--- config.mk ---
export PLATFORM = sky130hd
export DESIGN_NAME = polylut_arbiter_flat
export DESIGN_NICKNAME = d
export VERILOG_FILES = /design/src/rtl/polylut_arbiter_if.sv /design/src/rtl/polylut_arbiter.sv /design/src/flat_wrapper.sv
export SDC_FILE = /design/constraint.sdc
export NUM_CORES = 1
export LEC_CHECK = 0
export BUFFER_PORTS_ARGS = -buffer_cell sky130_fd_sc_hd__buf_2
export CAP_MARGIN = 20
export CORE_AREA = 2 2 145 147
export DETAILED_ROUTE_END_ITERATION = 10
export DIE_AREA = 0 0 147 149
export PLACE_DENSITY = 0.8
export REMOVE_ABC_BUFFERS = 1
export SYNTH_ARGS = -nofsm -noshare
export SYNTH_HDL_FRONTEND = slang
export SYNTH_SLANG_ARGS = --single-unit
--- constraint.sdc ---
create_clock -name clk -period 7.2 [get_ports clk]
set_clock_uncertainty 0.1 [all_clocks]
set_input_delay 0.72 -clock clk [delete_from_list [all_inputs] [get_ports clk]]
set_output_delay 0.72 -clock clk [all_outputs]
set_load 0.01 [all_outputs]
--- src/rtl/polylut_arbiter_if.sv ---
// Handshake bundle for polylut_arbiter: requester side, polylut engine side
// and response consumer side.
interface polylut_arbiter_if #(
    parameter int unsigned NREQ   = 4,
    parameter int unsigned ADDR_W = 64,
    parameter int unsigned OUT_W  = 20
);
    localparam int unsigned IDW = (NREQ > 1) ? $clog2(NREQ) : 1;

    logic [NREQ-1:0]        req_valid;
    logic [NREQ*ADDR_W-1:0] req_addr;
    logic [NREQ-1:0]        req_ready;
    logic [ADDR_W-1:0]      lut_addr;
    logic [OUT_W-1:0]       lut_m2;
    logic                   rsp_valid;
    logic [IDW-1:0]         rsp_id;
    logic [OUT_W-1:0]       rsp_data;
    logic                   rsp_ready;

    modport slave (
        input  req_valid, req_addr, lut_m2, rsp_ready,
        output req_ready, lut_addr, rsp_valid, rsp_id, rsp_data
    );

    modport master (
        output req_valid, req_addr, lut_m2, rsp_ready,
        input  req_ready, lut_addr, rsp_valid, rsp_id, rsp_data
    );
endinterface

--- src/rtl/polylut_arbiter.sv ---
// Round-robin, credit-guarded front end sharing one polylut engine among NREQ requesters.
// Optional POLYLUT_ARB_PERF_EN adds saturating perf_issued / perf_stall counters.
module polylut_arbiter #(
    parameter int unsigned NREQ       = 4,
    parameter int unsigned ADDR_W     = 64,
    parameter int unsigned OUT_W      = 20,
    parameter int unsigned LAT        = 2,
    parameter int unsigned FIFO_DEPTH = 4
) (
    input  logic             clk,
    input  logic             rst,
    polylut_arbiter_if.slave bus
`ifdef POLYLUT_ARB_PERF_EN
    ,
    output logic [31:0]      perf_issued,
    output logic [31:0]      perf_stall
`endif
);
    localparam int unsigned IDW = (NREQ > 1) ? $clog2(NREQ) : 1;
    localparam int unsigned AW  = $clog2(FIFO_DEPTH);
    localparam int unsigned CW  = $clog2(FIFO_DEPTH + 1);

    logic [IDW-1:0]          ptr_q, ptr_d;
    logic [ADDR_W-1:0]       lut_addr_q, lut_addr_d;
    logic [LAT-1:0]          tag_v_q;
    logic [IDW-1:0]          tag_id_q [LAT];
    logic [CW-1:0]           inflight_q, inflight_d;
    logic [CW-1:0]           count_q, count_d;
    logic [AW-1:0]           wr_ptr_q, wr_ptr_d, rd_ptr_q, rd_ptr_d;
    logic [IDW+OUT_W-1:0]    mem_q [FIFO_DEPTH];

    logic [ADDR_W-1:0]       addr_arr [NREQ];
    logic [IDW-1:0]          cand;
    logic [IDW-1:0]          win_id;
    logic                    win_found;
    logic [CW:0]             credits;
    logic                    can_issue;
    logic                    issue;
    logic                    push;
    logic                    pop;
    logic [NREQ-1:0]         grant;

    always_comb begin
        for (int unsigned g = 0; g < NREQ; g++) begin
            addr_arr[g] = bus.req_addr[g*ADDR_W +: ADDR_W];
        end
    end

    // First requester at or after ptr, wrapping modulo NREQ.
    always_comb begin
        win_found = 1'b0;
        win_id    = '0;
        cand      = '0;
        for (int unsigned k = 0; k < NREQ; k++) begin
            cand = IDW'((32'(ptr_q) + k) % NREQ);
            if (!win_found && bus.req_valid[cand]) begin
                win_found = 1'b1;
                win_id    = cand;
            end
        end
    end

    assign credits   = {1'b0, count_q} + {1'b0, inflight_q};
    assign can_issue = credits < (CW+1)'(FIFO_DEPTH);
    assign issue     = can_issue && win_found;
    assign push      = tag_v_q[LAT-1];
    assign pop       = (count_q != '0) && bus.rsp_ready;

    always_comb begin
        grant = '0;
        if (issue) begin
            grant[win_id] = 1'b1;
        end
    end

    always_comb begin
        ptr_d      = ptr_q;
        lut_addr_d = lut_addr_q;
        inflight_d = inflight_q;
        count_d    = count_q;
        wr_ptr_d   = wr_ptr_q;
        rd_ptr_d   = rd_ptr_q;
        if (issue) begin
            ptr_d      = IDW'((32'(win_id) + 32'd1) % NREQ);
            lut_addr_d = addr_arr[win_id];
        end
        case ({issue, push})
            2'b10:   inflight_d = inflight_q + CW'(1);
            2'b01:   inflight_d = inflight_q - CW'(1);
            default: inflight_d = inflight_q;
        endcase
        case ({push, pop})
            2'b10:   count_d = count_q + CW'(1);
            2'b01:   count_d = count_q - CW'(1);
            default: count_d = count_q;
        endcase
        if (push) wr_ptr_d = wr_ptr_q + AW'(1);
        if (pop)  rd_ptr_d = rd_ptr_q + AW'(1);
    end

    always_ff @(posedge clk or negedge rst) begin
        if (!rst) begin
            ptr_q      <= '0;
            lut_addr_q <= '0;
            tag_v_q    <= '0;
            inflight_q <= '0;
            count_q    <= '0;
            wr_ptr_q   <= '0;
            rd_ptr_q   <= '0;
            for (int unsigned s = 0; s < LAT; s++) begin
                tag_id_q[s] <= '0;
            end
        end else begin
            ptr_q       <= ptr_d;
            lut_addr_q  <= lut_addr_d;
            inflight_q  <= inflight_d;
            count_q     <= count_d;
            wr_ptr_q    <= wr_ptr_d;
            rd_ptr_q    <= rd_ptr_d;
            tag_v_q[0]  <= issue;
            tag_id_q[0] <= win_id;
            for (int unsigned s = 1; s < LAT; s++) begin
                tag_v_q[s]  <= tag_v_q[s-1];
                tag_id_q[s] <= tag_id_q[s-1];
            end
        end
    end

    // Payload storage needs no reset: the head is only exposed while count_q is non-zero.
    always_ff @(posedge clk) begin
        if (push) begin
            mem_q[wr_ptr_q] <= {tag_id_q[LAT-1], bus.lut_m2};
        end
    end

    assign bus.req_ready = grant;
    assign bus.lut_addr  = lut_addr_q;
    assign bus.rsp_valid = count_q != '0;
    assign bus.rsp_id    = mem_q[rd_ptr_q][IDW+OUT_W-1:OUT_W];
    assign bus.rsp_data  = mem_q[rd_ptr_q][OUT_W-1:0];

`ifdef POLYLUT_ARB_PERF_EN
    logic [31:0] perf_issued_q;
    logic [31:0] perf_stall_q;

    always_ff @(posedge clk or negedge rst) begin
        if (!rst) begin
            perf_issued_q <= '0;
            perf_stall_q  <= '0;
        end else begin
            if (issue && (perf_issued_q != '1)) begin
                perf_issued_q <= perf_issued_q + 32'd1;
            end
            if ((|bus.req_valid) && !can_issue && (perf_stall_q != '1)) begin
                perf_stall_q <= perf_stall_q + 32'd1;
            end
        end
    end

    assign perf_issued = perf_issued_q;
    assign perf_stall  = perf_stall_q;
`endif
endmodule

--- src/flat_wrapper.sv ---
// flat-port wrapper written by rule: the top's interface ports become plain ports
module polylut_arbiter_flat 
#(
    parameter int unsigned NREQ       = 4,
    parameter int unsigned ADDR_W     = 64,
    parameter int unsigned OUT_W      = 20,
    parameter int unsigned LAT        = 2,
    parameter int unsigned FIFO_DEPTH = 4
)
  (clk, rst, bus_req_valid, bus_req_addr, bus_lut_m2, bus_rsp_ready, bus_req_ready, bus_lut_addr, bus_rsp_valid, bus_rsp_id, bus_rsp_data);
  polylut_arbiter_if #(.NREQ(NREQ), .ADDR_W(ADDR_W), .OUT_W(OUT_W)) bus_i ();
  input  logic clk;
  input  logic rst;
  input wire logic [$bits(bus_i.req_valid)-1:0] bus_req_valid;
  input wire logic [$bits(bus_i.req_addr)-1:0] bus_req_addr;
  input wire logic [$bits(bus_i.lut_m2)-1:0] bus_lut_m2;
  input wire logic [$bits(bus_i.rsp_ready)-1:0] bus_rsp_ready;
  output wire logic [$bits(bus_i.req_ready)-1:0] bus_req_ready;
  output wire logic [$bits(bus_i.lut_addr)-1:0] bus_lut_addr;
  output wire logic [$bits(bus_i.rsp_valid)-1:0] bus_rsp_valid;
  output wire logic [$bits(bus_i.rsp_id)-1:0] bus_rsp_id;
  output wire logic [$bits(bus_i.rsp_data)-1:0] bus_rsp_data;
  assign bus_i.req_valid = bus_req_valid;
  assign bus_i.req_addr = bus_req_addr;
  assign bus_i.lut_m2 = bus_lut_m2;
  assign bus_i.rsp_ready = bus_rsp_ready;
  assign bus_req_ready = bus_i.req_ready;
  assign bus_lut_addr = bus_i.lut_addr;
  assign bus_rsp_valid = bus_i.rsp_valid;
  assign bus_rsp_id = bus_i.rsp_id;
  assign bus_rsp_data = bus_i.rsp_data;
  polylut_arbiter #(.NREQ(NREQ), .ADDR_W(ADDR_W), .OUT_W(OUT_W), .LAT(LAT), .FIFO_DEPTH(FIFO_DEPTH)) u_core (.clk(clk), .rst(rst), .bus(bus_i));
endmodule
* Word-level counts from Yosys, hierarchy flattened
Memory sizes are Yosys's and may differ from the RTL's.
Index checks and enable logic that the tools add are counted.
** Word-level totals
- Register bits :: 82
- Memories :: 1
- Word-level logic and storage cells :: 72
- Memory bits (writable) :: 88
- Output and inout port bits :: 91
** Memory list
- u_core.mem_q :: depth 4, width 22, read ports 1, clocked after memory_dff 0, write ports 1, line polylut_arbiter.sv:30 : logic [IDW+OUT_W-1:0] mem_q [FIFO_DEPTH];
** Cells by class
- Equality and inequality tests :: 4
- Bitwise logic cells :: 1
- Order comparisons :: 8
- Add/subtract/negate cells :: 11
- Reductions and logical operators :: 12
- Muxes and demuxes :: 26
** Operator list (count)
- $bmux 64 s2 :: 1
- $mux 64 :: 2
- $lt 2x3->1 const B :: 5
- $pmux 3 s2 :: 2
- $mux 1 :: 11
- $add 2x1->2 const B :: 4
- $bmux 1 s2 :: 4
- $mux 2 :: 4
- $add 3x1->3 const B :: 2
- $logic_and 1x1->1 :: 6
- $sub 3x1->3 const B :: 2
- $add 2x2->2 const B :: 2
- $add 3x3->4 :: 1
- $eq 2x1->1 const B :: 2
- $eq 2x2->1 const B :: 2
- $lt 4x3->1 const B :: 1
- $mux 4 :: 1
- $reduce_bool 2->1 :: 2
- $ge 3x3->1 const B :: 1
- $logic_not 1->1 :: 3
- $not 2->3 :: 1
- $reduce_bool 3->1 :: 1
- $demux 1 s2 :: 1
- $ge 2x1->1 const B :: 1

* Depth between registers and ports, before layout
Gate-level depths: netlist of the first run.
- Word-level depth :: 17
- Mapped depth :: 10
- Mapped depth without buffers :: 9

* Worst setup path before layout of the first run
Ideal clock, no wire load.
- Path kind :: input to output
- Start point :: in bus_req_valid[0]
- End point :: out bus_req_ready[0]
- Cell stages on the path :: 8
- Arrival time :: 2.097 ns
- Path slack :: 4.283 ns
- Cell sequence :: nor2b_1 > or3_4 > a21oi_4 > inv_2 > buf_6 > buf_6 > ha_1 > and3_1
** Between the ends
- Word-level cells in the longest chain between the ends :: 17
- Elaborated cells on any way between the ends :: 29
- Those cells by class :: 2 x order compare; 19 x mux; 8 x reduce/logical
** RTL lines
- start: declaration :: line flat_wrapper.sv:14 : input wire logic [$bits(bus_i.req_valid)-1:0] bus_req_valid;
- $bmux 1 s2 :: line polylut_arbiter.sv:56 : if (!win_found && bus.req_valid[cand]) begin
- $mux 1 (not written as such) :: line polylut_arbiter.sv:56
- $mux 1 :: line polylut_arbiter.sv:56
- $logic_not 1->1 :: line polylut_arbiter.sv:56
- $logic_and 1x1->1 :: line polylut_arbiter.sv:56
- $mux 1 :: line polylut_arbiter.sv:56
- $logic_not 1->1 :: line polylut_arbiter.sv:56
- $logic_and 1x1->1 :: line polylut_arbiter.sv:56
- (+2 left out)
- $logic_and 1x1->1 :: line polylut_arbiter.sv:56
- $mux 2 * :: line polylut_arbiter.sv:56
- net u_core.win_id[0] :: line polylut_arbiter.sv:34 : logic [IDW-1:0] win_id;
- $lt 2x3->1 (not written as such) / $ge 2x1->1 (equally long branches) :: line polylut_arbiter.sv:72 : grant[win_id] = 1'b1;
- $logic_and 1x1->1 (not written as such) :: line polylut_arbiter.sv:72
- $mux 1 (not written as such) :: line polylut_arbiter.sv:72
- $demux 1 s2 *
- $mux 4 * :: line polylut_arbiter.sv:71 : if (issue) begin
- end: declaration :: line flat_wrapper.sv:18 : output wire logic [$bits(bus_i.req_ready)-1:0] bus_req_ready;
Mark *: on every way through the listed nets, which the timed path passes. The rest lies on a longest branch. The select of a mux whose other input is x is not followed.

* Worst setup path after layout of the first run
- Start point :: in bus_req_valid[2]
- End point :: out bus_req_ready[0]
The elaborated chain is that of the path after synthesis.

==> results of run 1 <==
## worst paths after layout
path,startpoint,to,slack (ns),cells after the start
worst max register to register,u_core.ptr_q[0]$_DFFE_PN0P_,u_core.bus.lut_addr[48]$_DFFE_PN0P_,3.54,7
min in group clk,u_core.tag_v_q[0]$_DFF_PN0_,u_core.tag_v_q[1]$_DFF_PN0_,0.25,0
worst min register to register,u_core.tag_v_q[0]$_DFF_PN0_,u_core.tag_v_q[1]$_DFF_PN0_,0.25,0
worst min-delay path,rst,u_core.bus.lut_addr[49]$_DFFE_PN0P_,0.13,1
worst max-delay path,bus_req_valid[2],bus_req_ready[0],3.31,8
max in group asynchronous,rst,u_core.bus.lut_addr[45]$_DFFE_PN0P_,5.77,2
## power by group
group	internal (W)	leakage (nW)	switching [W]
sequential	0.00139	1.76	0.000208
combinational	0.00112	2.98	0.00156
clock	0.000526	0.295	0.000422
total	0.00304	5.03	0.00219
## per-layer routing
| metal | vias up | wire, um |
|---|---|---|
| met3 | 46 | 2520 |
| li1 | 3423 | - |
| met5 | - | 51 |
| met2 | 365 | 14100 |
| met4 | 8 | 582 |
| met1 | 3641 | 10500 |
## cell type report
type | count | area [sq um] | share of cell area [%]
Sequential cell | 170 | 4690 | 41.1
Multi-Input combinational cell | 470 | 3680 | 32.3
Timing Repair Buffer | 384 | 2010 | 17.6
Clock buffer | 17 | 425 | 3.73
Tap cell | 275 | 344 | 3.01
Clock inverter | 15 | 185 | 1.62
Inverter | 9 | 38.8 | 0.340
Antenna cell | 14 | 35.0 | 0.307
## stage by stage
step                      area, sq um  total power, W  setup slack [ns]  util [%]
final                           11400         0.00523              3.31      55.5
after global routing            11400         0.00557              3.11      55.5
after CTS                       11300         0.00520              3.28      54.9
after detailed placement        10700         0.00425              2.84      51.9
after global placement          10700         0.00414              2.94      51.9
after floorplan                  8390         0.00340              1.31         -
## worst reg2reg max path, stage by stage (launching register included)
cell and delay (ns):
dfrtp_1 0.40, nor2b_1 0.18, or3_4 0.63, a21oi_4 0.20
inv_6 0.62, buf_4 0.88, mux2i_1 0.36, o22ai_1 0.12
## synthesized netlist by cell type (all sizes together) (4+ instances only)
cell type  number
clkbuf         36
buf            32
nor2            5
dfrtp          82
xnor2           4
mux2i          64
and3            5
inv             9
a21oi          66
mux4           22
edfxtp         88
a211oi         64
and2            5
o21ai          66
xor2            5
o22ai          64
ha             12
nand2          72
## kinds of logic (layout without fill, tap and decap cells)
group                      after synthesis  after routing
buffers and inverters                   77            425
AOI/OAI and AO/OA                      263            263
DFF                                    170            170
other                                    0             14
xor gates and xnor gates                 9              9
adders and majority gates               14             14
and+or+nand+nor                         97             97
muxes                                   87             87
## registers in the layout, summed over array words and instances, names as in the netlist
name                 flops
u_core.wr_ptr_q          2
u_core.mem_q            88
u_core.count_q           3
u_core.tag_id_q          4
u_core.tag_v_q           2
u_core.rd_ptr_q          2
u_core.ptr_q             2
u_core.bus.lut_addr     64
u_core.inflight_q        3
==> impl_metrics.env, run 1 <==
export IMPL_port_buffers=373
export IMPL_cp_data_required_time_ns=6.38
export IMPL_drtIter0Drc=483
export IMPL_finalWeightedCongestion=0.919
export IMPL_final_common_cell="buf_2"
export IMPL_start_kind="primary input"
export IMPL_row_count=53
export IMPL_max_stage_delay_ns=0.64
export IMPL_ys_seq_elements=170
export IMPL_antenna_found_initial=18
export IMPL_power_density_mw_per_mm2=458
export IMPL_synth_top_family_by_area="compound AO/OA/AOI/OAI gates"
export IMPL_yosys_area_top_type="edfxtp_1"
export IMPL_path_buf_inv=3
export IMPL_hpwl_um=19100
export IMPL_ant_nets=0
export IMPL_grt_pass1_vias=7363
export IMPL_boundaryPins=374
export IMPL_final_cell_mix="372 x buf_2, 88 x edfxtp_1, 82 x dfrtp_1"
export IMPL_met2_usage_pct=40.8
export IMPL_hold_viol_final=0
export IMPL_final_cells=1354
export IMPL_vias=7483
export IMPL_rsz0062_at_grt="no"
export IMPL_overflow=0
export IMPL_viasPerCell=5.53
export IMPL_status="finished, final reports clean"
export IMPL_track_usage_pct=24.6
export IMPL_cp_end_kind="output pin"
export IMPL_netlist_instances=717
export IMPL_root_buffer="clkbuf_16"
export IMPL_die_h_um=149
export IMPL_met1_usage_pct=29.9
export IMPL_slew_violations=0
export IMPL_cts_resized=0
export IMPL_crit_path_frequent_cell="buf_2"
export IMPL_grt_use_met3_pct=8.50
export IMPL_synth_compound_area_share_pct=20.6
export IMPL_path_max_fanout=77
export IMPL_period_share_pct=54.0
export IMPL_fp_coreArea_sq_mm=0.0206
export IMPL_grt_max_degree=120
export IMPL_post_cts_buffers=0
export IMPL_synth_edff_count=88
export IMPL_die_w_um=147
export IMPL_fill_cells=1758
export IMPL_tightest_slew_ns=1.10
export IMPL_synthTopCellsByArea="edfxtp_1 30%, dfrtp_1 23%, mux2i_1 7.3%"
export IMPL_hold_class="primary input to async pin"
export IMPL_numCtsBuffers=17
export IMPL_nNetsFinal=1349
export IMPL_clk_pin_slew_ns=0.07
export IMPL_tns_ns=0
export IMPL_syn_cell_area_sq_mm=0.00876
export IMPL_ys_flop_type="edfxtp_1"
export IMPL_cp_slowest_cell="or3_4"
export IMPL_dp_cells=1303
export IMPL_drive_above_1_share_pct=46.1
export IMPL_wl_um=27700
export IMPL_crit_type="primary input to output pin"
export IMPL_synth_fa_ha_area_share_pct=2.17
export IMPL_ir_drop_mv=0.220
export IMPL_path_cells="buf_2 > nor2b_1 > or3_4 > a21oi_4 > inv_6 > ha_1 > and3_1 > buf_2"
export IMPL_clock_path_buffers=2
export IMPL_async_reset_ff_share_pct=48.2
export IMPL_first_pass_iters=5
export IMPL_synth_seq_area_share_pct=53.6
export IMPL_fmax_mhz=257
export IMPL_initial_core_util_pct=42.6
export IMPL_leakagePower_nw=5.03
export IMPL_cts_tree="done"
export IMPL_finalSetupViolations=0
export IMPL_drcViolationCount=0
export IMPL_synth_xor_area_share_pct=0.899
export IMPL_wl_per_cell_um=20.5
export IMPL_avgSynthCellArea_sq_um=12.2
export IMPL_layout_min_cycle_time_ns=3.89
export IMPL_cts_htree_levels=4
export IMPL_netlist_cell_type_count=37
export IMPL_clock_sinks=170
export IMPL_synth_warnings=0
export IMPL_synth_simple_area_share_pct=5.05
export IMPL_grt_busiest_layer="met2"
export IMPL_synth_mux_area_share_pct=13.1
export IMPL_holdWs_ns=0.127
export IMPL_relSlewSlack_pct=26.6
export IMPL_dieArea_sq_mm=0.0219
export IMPL_hold_buffers=0
export IMPL_area_delta_synth_final_pct=30.3
export IMPL_critical_path_arrival_ns=3.07
export IMPL_grt_pass1_wl_um=41100
export IMPL_synth_top_area_share_pct=30.2
export IMPL_crit_family="simple AND/OR/NAND/NOR gates"
export IMPL_clock_latency_ns=0.42
export IMPL_drv_cap=0
No activity file was read; power rests on OpenSTA's default activity.
==> inputs of run 2 (changes only) <==
--- a/config.mk
+++ b/config.mk
@@ -7,10 +7,10 @@
 export LEC_CHECK = 0
 export BUFFER_PORTS_ARGS = -buffer_cell sky130_fd_sc_hd__buf_2
 export CAP_MARGIN = 20
-export CORE_AREA = 2 2 145 147
+export CORE_MARGIN = 2
+export CORE_UTILIZATION = 44
 export DETAILED_ROUTE_END_ITERATION = 10
-export DIE_AREA = 0 0 147 149
-export PLACE_DENSITY = 0.8
+export PLACE_DENSITY = 0.85
 export REMOVE_ABC_BUFFERS = 1
 export SYNTH_ARGS = -nofsm -noshare
 export SYNTH_HDL_FRONTEND = slang
==> constraint.sdc (replaced) <==
create_clock -name clk -period 3.4 [get_ports clk]
set_clock_uncertainty 0.1 [all_clocks]
set_input_delay 0.34 -clock clk [delete_from_list [all_inputs] [get_ports clk]]
set_output_delay 0.34 -clock clk [all_outputs]
set_load 0.01 [all_outputs]
==> impl_metrics.env, run 2 (synthesized netlist as in run 1, its figures left out) <==
export IMPL_ff2ff_path_depth=8
export IMPL_fp_coreArea_sq_mm=0.0195
export IMPL_drive_above_1_share_pct=46.3
export IMPL_start_kind="flip-flop"
export IMPL_largest_reg_flops=88
export IMPL_cp_end_kind="output pin"
export IMPL_clock_sinks=170
export IMPL_grt_pass1_wl_um=44400
export IMPL_p_total_w=0.0111
export IMPL_vias=7532
export IMPL_rsz0062_at_grt="no"
export IMPL_finalSetupViolations=0
export IMPL_grt_max_degree=75
export IMPL_multi_input_area_sq_mm=0.00368
export IMPL_endpoint="bus_req_ready[2]"
export IMPL_antenna_found_initial=18
export IMPL_status="finished, final reports clean"
export IMPL_worst_r2r_setup_slack_ns=0.53
export IMPL_critical_path_arrival_ns=2.47
export IMPL_final_area_sq_mm=0.0114
export IMPL_finalWeightedCongestion=0.905
export IMPL_hold_class="primary input to flip-flop"
export IMPL_area_delta_synth_final_pct=30.2
export IMPL_first_pass_iters=5
export IMPL_drcViolationCount=0
export IMPL_leakagePower_nw=5.05
export IMPL_wl_um=29000
export IMPL_post_cts_buffers=0
export IMPL_clock_latency_ns=0.42
export IMPL_row_count=51
export IMPL_cts_tree="done"
export IMPL_placed_area_sq_mm=0.0108
export IMPL_period_share_pct=85.5
export IMPL_crit_type="flip-flop to output pin"
export IMPL_reg2reg_to="u_core.bus.lut_addr[10]$_DFFE_PN0P_"
export IMPL_overflow=0
export IMPL_initial_core_util_pct=44.9
export IMPL_fill_cells=1653
export IMPL_path_max_fanout=74
export IMPL_viasPerCell=5.57
export IMPL_track_usage_pct=27.3
export IMPL_port_buffers=373
export IMPL_relSlewSlack_pct=29.9
export IMPL_hpwl_um=20900
export IMPL_dieArea_sq_mm=0.0211
export IMPL_final_cell_mix="372 x buf_2, 88 x edfxtp_1, 82 x dfrtp_1"
export IMPL_wl_per_cell_um=21.5
export IMPL_boundaryPins=374
export IMPL_holdWs_ns=0.0287
export IMPL_nNetsFinal=1357
export IMPL_r2r_start="u_core.count_q[1]$_DFFE_PN0P_"
export IMPL_hold_viol_final=0
export IMPL_die_h_um=145
export IMPL_slew_violations=0
export IMPL_clock_path_buffers=2
export IMPL_final_common_cell="buf_2"
export IMPL_drv_cap=0
export IMPL_root_buffer="clkbuf_16"
export IMPL_power_density_mw_per_mm2=973
export IMPL_clk_pin_slew_ns=0.06
export IMPL_layout_min_cycle_time_ns=2.91
export IMPL_tightest_slew_ns=1.05
export IMPL_drtIter0Drc=551
export IMPL_regArea_sq_mm=0.00469
export IMPL_top_register="u_core.mem_q"
export IMPL_cp_data_required_time_ns=2.96
export IMPL_ir_drop_mv=0.674
export IMPL_cts_htree_levels=4
export IMPL_grt_pass1_vias=7918
export IMPL_critPathLaunch="u_core.ptr_q[1]$_DFFE_PN0P_"
export IMPL_fmax_mhz=344
export IMPL_numCtsBuffers=17
export IMPL_final_core_util_pct=58.4
export IMPL_die_w_um=145
export IMPL_ant_nets=0
[run 2: where the power goes]
group	switching [W]	total [W]	internal, W
Sequential	0.000439	0.00339	0.00295
Combinational	0.00339	0.00582	0.00244
Clock	0.000815	0.00190	0.00108
[run 2: worst min path at each step]
stage                                      startpoint                                  to  slack [ns]  cells after the start
after global placement    u_core.tag_v_q[0]$_DFF_PN0_         u_core.tag_v_q[1]$_DFF_PN0_        0.23                      0
after floorplan                                   rst  u_core.bus.lut_addr[0]$_DFFE_PN0P_       -0.06                      0
final                                  bus_lut_m2[14]       u_core.mem_q[0][14]$_DFFE_PP_        0.03                      1
after CTS                              bus_lut_m2[14]       u_core.mem_q[0][14]$_DFFE_PP_        0.02                      1
after detailed placement  u_core.tag_v_q[0]$_DFF_PN0_         u_core.tag_v_q[1]$_DFF_PN0_        0.24                      0
after global routing                   bus_lut_m2[14]       u_core.mem_q[0][14]$_DFFE_PP_        0.02                      1
[run 2: repair_timing]
action | 4_1_cts | 5_1_grt
hold buffers | 1 | 0
gates resized for setup | 0 | 0
endpoints found under the hold margin | 55 | 0
[run 2: final cells by class]
| type | count | area share [%] |
|---|---|---|
| clock inverters | 13 | 1.25 |
| multi-input cells | 470 | 32.3 |
| inverters | 9 | 0.340 |
| diodes | 17 | 0.373 |
| well taps | 265 | 2.91 |
| flip-flops and latches | 170 | 41.1 |
| repair buffers | 392 | 18.0 |
| clock buffers | 17 | 3.73 |
[run 2: metrics by stage]
stage / setup WS, ns / setup TNS, ns / cells
2_1_floorplan: -2.14 / -137.91 / 649
3_3_place_gp: 0.635 / 0 / 1305
3_5_place_dp: 0.535 / 0 / 1305
4_1_cts: 0.430 / 0 / 1336
5_1_grt: 0.308 / 0 / 1349
6_report: 0.492 / 0 / 1353
[run 2: critical path, cell delays in order, from the launching register on]
cell and delay [ns]:
dfrtp_1 0.46, or3_4 0.44, a21oi_4 0.27, inv_6 0.28
ha_1 0.30, and3_1 0.14, buf_2 0.15
[run 2: metal layers]
layer  wire, um  GRT usage, %  vias to the layer above
met5         34             0                        -
met4       1210          13.0                        6
met3       2550          8.74                       83
met2      14500          46.0                      375
met1      10800          31.8                     3628
li1           -             -                     3440
==> inputs of run 3 (changes only) <==
--- a/config.mk
+++ b/config.mk
@@ -5,11 +5,13 @@
 export SDC_FILE = /design/constraint.sdc
 export NUM_CORES = 1
 export LEC_CHECK = 0
+export ABC_AREA = 1
 export BUFFER_PORTS_ARGS = -buffer_cell sky130_fd_sc_hd__buf_2
 export CAP_MARGIN = 20
 export CORE_MARGIN = 2
-export CORE_UTILIZATION = 44
+export CORE_UTILIZATION = 46
 export DETAILED_ROUTE_END_ITERATION = 10
+export GPL_TIMING_DRIVEN = 0
 export PLACE_DENSITY = 0.85
 export REMOVE_ABC_BUFFERS = 1
 export SYNTH_ARGS = -nofsm -noshare
==> impl_metrics.env, run 3 <==
export IMPL_fmax_mhz=308
export IMPL_netlist_instances=1408
export IMPL_critPathLaunch="u_core.ptr_q[0]$_DFFE_PN0P_"
export IMPL_layout_min_cycle_time_ns=3.25
export IMPL_clock_path_buffers=2
export IMPL_tightest_slew_ns=0.986
export IMPL_hpwl_um=22300
export IMPL_async_reset_ff_share_pct=48.2
export IMPL_ys_seq_elements=170
export IMPL_die_w_um=154
export IMPL_vias=10900
export IMPL_p_int_w=0.00784
export IMPL_worst_r2r_setup_slack_ns=0.16
export IMPL_first_pass_iters=5
export IMPL_ff2ff_path_depth=15
export IMPL_hold_viol_final=0
export IMPL_rsz0062_at_grt="yes"
export IMPL_reg2reg_to="u_core.inflight_q[2]$_DFFE_PN0P_"
export IMPL_synth_top_area_share_pct=25.6
export IMPL_numCtsBuffers=17
export IMPL_fp_coreArea_sq_mm=0.0220
export IMPL_top_register="u_core.mem_q"
export IMPL_cp_slowest_cell="dfrtp_2"
export IMPL_largest_reg_flops=88
export IMPL_period_share_pct=95.5
export IMPL_regArea_sq_mm=0.00470
export IMPL_r2r_start="u_core.ptr_q[0]$_DFFE_PN0P_"
export IMPL_crit_type="flip-flop to output pin"
export IMPL_grt_max_degree=82
export IMPL_final_area_sq_mm=0.0133
export IMPL_holdWs_ns=0.0228
export IMPL_ant_nets=0
export IMPL_synth_warnings=0
export IMPL_cts_tree="done"
export IMPL_critical_path_arrival_ns=2.81
export IMPL_synth_edff_count=88
export IMPL_leakagePower_nw=7.50
export IMPL_p_switching_w=0.00868
export IMPL_row_count=54
export IMPL_placed_area_sq_mm=0.0124
export IMPL_die_h_um=154
export IMPL_drtIter0Drc=1070
export IMPL_boundaryPins=374
export IMPL_fill_cells=1909
export IMPL_power_density_mw_per_mm2=1240
export IMPL_tns_ns=0
export IMPL_pwr_share_clk_pct=12.1
export IMPL_pwr_share_seq_pct=20.2
export IMPL_dieArea_sq_mm=0.0237
export IMPL_clock_latency_ns=0.43
export IMPL_grt_pass1_wl_um=54100
export IMPL_hold_start="bus_lut_m2[2]"
export IMPL_grt_pass1_vias=10200
export IMPL_path_cells="buf_4 > nand2_1 > nand2_1 > nand2_1 > nand2_1 > nor2_4 > nand3_2 > clkinv_1 > nand2_1 > nand2_8 > buf_16 > ha_1 > inv_1 > nor2_1 > buf_2"
export IMPL_max_stage_delay_ns=0.46
export IMPL_finalWeightedCongestion=0.976
export IMPL_multi_input_area_sq_mm=0.00423
export IMPL_syn_cell_area_sq_mm=0.0103
export IMPL_switching_share_pct=52.6
export IMPL_root_buffer="clkbuf_16"
export IMPL_synthTopCellsByArea="edfxtp_1 26%, dfrtp_1 20%, nand2_1 16%"
export IMPL_antenna_found_initial=12
export IMPL_port_buffers=373
export IMPL_viasPerCell=5.34
export IMPL_synth_seq_area_share_pct=45.4
export IMPL_yosys_area_top_type="edfxtp_1"
export IMPL_comb_power_share_pct=67.7
export IMPL_cp_data_required_time_ns=2.96
export IMPL_relSlewSlack_pct=34.2
export IMPL_finalSetupViolations=0
export IMPL_path_max_fanout=24
export IMPL_final_common_cell="nand2_1"
export IMPL_cts_htree_levels=4
export IMPL_nNetsFinal=2035
export IMPL_p_total_w=0.0165
export IMPL_drv_cap=0
export IMPL_ir_drop_mv=0.846
export IMPL_overflow=0
export IMPL_clock_sinks=170
export IMPL_slew_violations=0
export IMPL_drive_above_1_share_pct=26.4
export IMPL_avgSynthCellArea_sq_um=7.34
export IMPL_status="finished, final reports clean"
export IMPL_final_cell_mix="429 x nand2_1, 372 x buf_2, 279 x inv_1"
export IMPL_wl_um=36000
export IMPL_clk_pin_slew_ns=0.08
export IMPL_synth_most_common_cell="nand2_1"
export IMPL_ys_flop_type="edfxtp_1"
export IMPL_area_delta_synth_final_pct=29.1
export IMPL_initial_core_util_pct=47.0
export IMPL_crit_path_frequent_cell="nand2_1"
export IMPL_track_usage_pct=29.3
export IMPL_endpoint="bus_req_ready[0]"
export IMPL_synthTopCellsByCount="434 x nand2_1, 281 x inv_1, 135 x nand3_1"
export IMPL_hold_class="primary input to flip-flop"
export IMPL_start_kind="flip-flop"
export IMPL_cp_end_kind="output pin"
export IMPL_netlist_cell_type_count=31
export IMPL_drcViolationCount=0
export IMPL_wl_per_cell_um=17.7
-- run 3: changes by cell type in the layout (fill, tap and decap cells not counted), moves of 63 or more --
cell and change:
a21oi_1 -63, inv_1 +272, mux2i_1 -64, nand2_1 +358, nand3_1 +134, nand4_1 +128
-- run 3: metal layers --
layer / GRT usage, % / vias to the layer above / wire length, um
met2: 49.4 / 665 / 17800
met3: 7.92 / 101 / 3970
met5: 0 / - / 52
li1: - / 5159 / -
met4: 12.1 / 8 / 1250
met1: 35.8 / 4958 / 13000
-- run 3: how the worst min path moves through the flow --
| stage | to | slack, ns | depth (start not counted) |
|---|---|---|---|
| 2_1_floorplan | u_core.bus.lut_addr[0]$_DFFE_PN0P_ | -0.06 | 0 |
| 3_3_place_gp | u_core.tag_v_q[1]$_DFF_PN0_ | 0.23 | 0 |
| 3_5_place_dp | u_core.bus.lut_addr[5]$_DFFE_PN0P_ | 0.14 | 1 |
| 4_1_cts | u_core.mem_q[3][1]$_DFFE_PP_ | 0.007 | 1 |
| 5_1_grt | u_core.mem_q[3][1]$_DFFE_PP_ | 0.01 | 1 |
| 6_report | u_core.mem_q[3][2]$_DFFE_PP_ | 0.02 | 1 |
-- run 3: timing repair --
item	CTS	global route
setup endpoints to repair	74	4
pin swaps	6	1
gates resized for setup	11	6
hold buffers	1	0
setup buffers	11	2
hold endpoints to repair	17	0
gates cloned	9	3
-- run 3: power by group through the flow --
stage | clock network (W) | logic, W | registers, W
after floorplan | 0 | 0.00607 | 0.00349
after global placement | 0 | 0.00717 | 0.00336
after detailed placement | 0 | 0.00987 | 0.00335
after CTS | 0.00202 | 0.0107 | 0.00333
after global routing | 0.00211 | 0.0123 | 0.00341
final | 0.00200 | 0.0112 | 0.00334
-- run 3: final cells by class --
cell class / count / area share [%]
Multi-Input combinational cell: 863 / 31.7
Antenna cell: 8 / 0.150
Inverter: 285 / 8.08
Sequential cell: 170 / 35.2
Clock buffer: 17 / 3.19
Tap cell: 280 / 2.63
Timing Repair Buffer: 401 / 17.7
Clock inverter: 15 / 1.32
-- run 3: kinds of logic (layout without fill, tap and decap cells) --
logic type / Yosys count / in the layout / synth area share (%)
multiplexers: 1 / 1 / 0.109
XOR/XNOR: 7 / 7 / 0.593
AO/OA/AOI/OAI: 76 / 76 / 3.95
other: 0 / 8 / 0
adder cells (fa/ha/maj): 14 / 14 / 1.84
flip-flops: 170 / 170 / 45.4
AND/OR/NAND/NOR: 756 / 765 / 32.6
buffers and inverters: 384 / 718 / 15.5
-- run 3: worst max-delay path, delay by kind of cell (launching register included) --
kind          cells  cell delay, ns
flops             1            0.46
fa+ha+maj         1            0.17
simple gates      9            1.06
buf+inv           5            0.64
-- run 3: stage by stage --
step	util [%]	setup slack (ns)	cells
floorplan	-	-2.94	1309
global placement	54.7	-6.23	1962
detailed placement	56.3	-0.622	1973
CTS	60.2	0.0241	2026
global route	60.7	-0.0425	2037
finish	60.7	0.153	2039
